File: src/rtl/inst_fetch_ctrl.sv
// inst_fetch_ctrl
//   Sequences 64-bit instruction-pair fetches from the fetch stage onto a
//   single sram-like bus (addr_ok accepts the request, data_ok returns data).
//   One request is outstanding at a time. Redirects (flush) cancel an
//   in-flight fetch; the bus transfer still completes and its data is dropped.
//
// Ports
//   clk, resetn          clock, synchronous active-low reset
//   fetch_en, fetch_addr fetch request and PC from the fetch stage ([2:0] ignored)
//   flush                branch/prediction redirect
//   stall_o              freeze fetch PC while a fetch is in flight or held
//   inst_valid/ready     instruction pair handshake toward decode
//   inst_pc, inst_data   8-byte-aligned PC and {inst1, inst0}
//   bus_req, bus_addr    read request toward the bus bridge
//   bus_addr_ok          request accepted
//   bus_data_ok, rdata   response strobe and data
//   perf_fetch_cnt       delivered pairs (wrapping)
//   perf_stall_cnt       cycles with stall_o=1 (wrapping)
module inst_fetch_ctrl #(
   parameter logic [31:0] RESET_ADDR = 32'hbfbf_fff8,
   parameter int unsigned CNT_W      = 32
) (
   input  logic             clk,
   input  logic             resetn,
   input  logic             fetch_en,
   input  logic [31:0]      fetch_addr,
   input  logic             flush,
   output logic             stall_o,
   output logic             inst_valid,
   input  logic             inst_ready,
   output logic [31:0]      inst_pc,
   output logic [63:0]      inst_data,
   output logic             bus_req,
   output logic [31:0]      bus_addr,
   input  logic             bus_addr_ok,
   input  logic             bus_data_ok,
   input  logic [63:0]      bus_rdata,
   output logic [CNT_W-1:0] perf_fetch_cnt,
   output logic [CNT_W-1:0] perf_stall_cnt
);

   typedef enum logic [1:0] {StIdle, StReq, StWait, StHold} state_e;

   state_e state;
   logic   cancel;

   // Fetch PC low bits carry no information for an 8-byte-aligned fetch.
   logic unused_fetch_lsb;
   assign unused_fetch_lsb = ^fetch_addr[2:0];

   always_comb begin
      stall_o = 1'b0;
      case (state)
         StReq, StWait: stall_o = 1'b1;
         StHold:        stall_o = !inst_ready;
         default:       stall_o = 1'b0;
      endcase
      // A pending discard keeps the fetch stage frozen until it drains.
      if (cancel) stall_o = 1'b1;
   end

   always_ff @(posedge clk) begin
      if (!resetn) begin
         state          <= StIdle;
         cancel         <= 1'b0;
         bus_req        <= 1'b0;
         bus_addr       <= RESET_ADDR;
         inst_pc        <= RESET_ADDR;
         inst_valid     <= 1'b0;
         inst_data      <= '0;
         perf_fetch_cnt <= '0;
         perf_stall_cnt <= '0;
      end else begin
         unique case (state)
            StIdle: begin
               if (fetch_en && !flush) begin
                  bus_addr <= {fetch_addr[31:3], 3'b000};
                  inst_pc  <= {fetch_addr[31:3], 3'b000};
                  bus_req  <= 1'b1;
                  state    <= StReq;
               end
            end
            StReq: begin
               // Request stays up and stable until accepted, even on flush.
               if (flush) cancel <= 1'b1;
               if (bus_addr_ok) begin
                  bus_req <= 1'b0;
                  state   <= StWait;
               end
            end
            StWait: begin
               if (bus_data_ok) begin
                  cancel <= 1'b0;
                  if (cancel || flush) begin
                     state <= StIdle;
                  end else begin
                     inst_data  <= bus_rdata;
                     inst_valid <= 1'b1;
                     state      <= StHold;
                  end
               end else if (flush) begin
                  cancel <= 1'b1;
               end
            end
            StHold: begin
               if (flush || inst_ready) begin
                  inst_valid <= 1'b0;
                  state      <= StIdle;
               end
            end
            default: state <= StIdle;
         endcase

         if (inst_valid && inst_ready) perf_fetch_cnt <= perf_fetch_cnt + CNT_W'(1);
         if (stall_o)                  perf_stall_cnt <= perf_stall_cnt + CNT_W'(1);
      end
   end

endmodule
File: config.mk
export PLATFORM = sky130hd
export DESIGN_NAME = inst_fetch_ctrl
export DESIGN_NICKNAME = d
export VERILOG_FILES = /design/src/rtl/inst_fetch_ctrl.sv
export SDC_FILE = /design/constraint.sdc
export NUM_CORES = 1
export LEC_CHECK = 0
export BUFFER_PORTS_ARGS = -buffer_cell sky130_fd_sc_hd__clkbuf_2
export CAP_MARGIN = 15
export CORE_AREA = 5 5 140 115
export DETAILED_ROUTE_END_ITERATION = 12
export DIE_AREA = 0 0 145 120
export PLACE_DENSITY_LB_ADDON = 0.05
export SLEW_MARGIN = 40
export SYNTH_ARGS = -nofsm -noshare
export SYNTH_HDL_FRONTEND = slang
export SYNTH_SLANG_ARGS = --single-unit
File: constraint.sdc
create_clock -name clk -period 2.55 [get_ports clk]
set_input_delay 0.1275 -clock clk [delete_from_list [all_inputs] [get_ports clk]]
set_output_delay 0.1275 -clock clk [all_outputs]
set_load 0.005 [all_outputs]
==> results.cfg <==
[status]
status = finished clean

[detailed_routing]
route.detailed.wl_per_inst_um = 14.7
drt_wl_total_um = 20200
num_vias = 6759
ant_nets = 0
dr.pass1.iters = 4
drtIter0Drc = 438
drcViolationCount = 0
routed_via_density = 4.91

[setup_path]
cp.required_ps = 2910
end_kind = register
critPathMaxFanout = 5
path_class = register to register
critPathArrivalTime_ps = 2600
start_kind = register

[clock_tree]
clkSinkCount = 162
cts_root_buf = clkbuf_16
clockBufferDepth = 2
cts_tree = done
h-tree-depth = 4
cts_setup_buffers = 0
clkTransAtPathRegs_ps = 60
clk_latency_ps = 430
cts-buffers-inserted = 17

[power]
peakVddDrop_uv = 541
p_per_area_mw_per_mm2 = 687
power.leakage_nw = 4.13

[yosys]
synth-seq-cells = 162
synth-async-reset-ratio_pct = 0
synth_cell_types = 36
synth_edf_count = 0
yosysWarningCount = 0
ys_seq_area_share_pct = 48.4
synthCells = 835
synth.avg_cell_area_um2 = 8.02
synthTopCellsByArea = dfxtp_1 48%, nand2_1 12%, a21oi_1 5.9%, xnor2_1 5.4%, buf_4 3.9%
syn_area_mm2 = 0.00670
synth_top_area_cell = dfxtp_1
synthFlopType = dfxtp_1
yosys.area.top_type_share_pct = 48.4

[sta]
hold_viol_final = 0
slew_viol_final = 0
tightestPinTransition_ps = 691
fin_skew_ps = 11.5
fmax_mhz = 446
setup_violations = 0
period_minus_slack_ps = 2240
period_share_pct = 87.9
rsz0062_at_grt = false
max-slew-margin-rel_pct = 53.9
finalSetupTns_ps = 0

[cells_and_area]
synthToLayoutAreaGrowth_pct = 44.3
mostFrequentLayoutCell = clkbuf_2
layout-drive-gt1-share_pct = 29.1
fin_util_pct = 65.9
final_cell_mix = 288 x clkbuf_2, 217 x nand2_1, 162 x dfxtp_1, 94 x dlygate4sd3_1, 79 x a21oi_1
fillCellCount = 1294
nets = 1284
antenna_cells = 0

[global_route]
gr-total-overflow = 0
grt_antenna_before_repair = 1
grt_max_degree = 65
track_usage_pct = 22.5
grt_pass1_wl_um = 32600
first_global_vias = 6426

[floorplan]
die_width_um = 145
pin_count = 298
die_area_mm2 = 0.0174
start_util_pct = 45.7
core.rowCount = 40
die_y_um = 120
core_mm2 = 0.0147

[placed_design]
gp_congestion = 0.798
io_buffers = 288
dp_hpwl_um = 13700

[job]
max-cap-violations = 0

[min_path]
worstHoldPathType = input pin to register
-- cell type report --
| type | instances | area, µm² | area share (%) |
|---|---|---|---|
| flip-flops and latches | 162 | 3240 | 33.6 |
| multi-input cells | 579 | 2980 | 30.8 |
| repair buffers | 394 | 2510 | 26.0 |
| clock buffers | 18 | 439 | 4.54 |
| well taps | 189 | 236 | 2.45 |
| clock inverters | 14 | 180 | 1.86 |
| inverters | 20 | 77.6 | 0.803 |
-- timing repair --
| action | CTS | global route |
|---|---|---|
| hold buffers | 94 | 0 |
| resized for setup | 0 | 1 |
| hold endpoints to repair | 94 | 0 |
| setup endpoints to repair | 0 | 1 |
-- logic make-up after synthesis --
| family | count (synthesis) | synth area share [%] |
|---|---|---|
| compound gates | 97 | 7.90 |
| simple gates | 413 | 27.3 |
| flops | 162 | 48.4 |
| mux | 6 | 0.897 |
| xor+xnor | 50 | 6.54 |
| other cells | 1 | 0.0560 |
| fa+ha+maj | 7 | 1.31 |
| buf+inv | 99 | 7.53 |
-- per-layer routing --
layer | routed length [µm] | track usage [%] | vias up | part of all wire (%)
met2 | 9950 | 37.5 | 232 | 49
met3 | 1520 | 7.81 | 32 | 7.5
met5 | 7 | 0 | - | 0.035
met1 | 8300 | 27.2 | 3090 | 41
li1 | - | - | 3403 | -
met4 | 421 | 7.88 | 2 | 2.1
-- final timing paths --
| kind | startpoint | end | slack (ps) | depth (start not counted) |
|---|---|---|---|---|
| worst max-delay path | state[0] | perf_stall_cnt[31] | 310 | 7 |
| worst min-delay path | bus_addr_ok | bus_req | 30 | 4 |
| worst max register to register | state[0] | perf_stall_cnt[31] | 310 | 7 |
| worst min register to register | inst_data[51] | inst_data[51] | 450 | 2 |
-- through the flow --
stage | worst slack, ps | power (mW) | hold slack (ps) | std cells | instance area, µm²
finish | 310 | 6.64 | 25.6 | 1376 | 9670
global route | 105 | 6.97 | 37.8 | 1376 | 9670
CTS | 213 | 6.69 | 9.57 | 1376 | 9660
detailed placement | 222 | 3.90 | 341 | 1250 | 8100
global placement | 212 | 3.88 | 335 | 1250 | 8100
floorplan | 387 | 3.53 | 246 | 840 | 6720
-- state kept, by name (all words and copies together), names as in the netlist --
signal,count
cancel,1
inst_data,64
perf_fetch_cnt,32
inst_valid,1
perf_stall_cnt,32
state,2
inst_pc,29
bus_req,1
-- critical path: stages (launching register included) --
cell and delay (ps):
dfxtp_1 400, inv_1 100, ha_1 330, or2_2 150
o2111ai_4 110, or4_4 570, or3_1 360, a21oi_1 140
-- Yosys cell counts (7+ instances only) --
cell type  instances
nand2b_1           7
inv_1             20
nand3_1           48
or3_1              8
buf_4             35
nand2_1          218
clkbuf_1          40
nor3_1            14
nor4_1            24
ha_1               7
nor2_1            62
xor2_1             9
a21oi_1           79
o21ai_0            9
xnor2_1           41
nand4_1           14
dfxtp_1          162
-- power breakdown --
part           total (mW)  internal [mW]  switching (mW)
Clock                2.68           1.58            1.10
Combinational        1.12          0.525           0.595
Sequential           2.84           2.69           0.144
Total                6.64           4.80            1.84
Power figures use the tool's default switching activity.
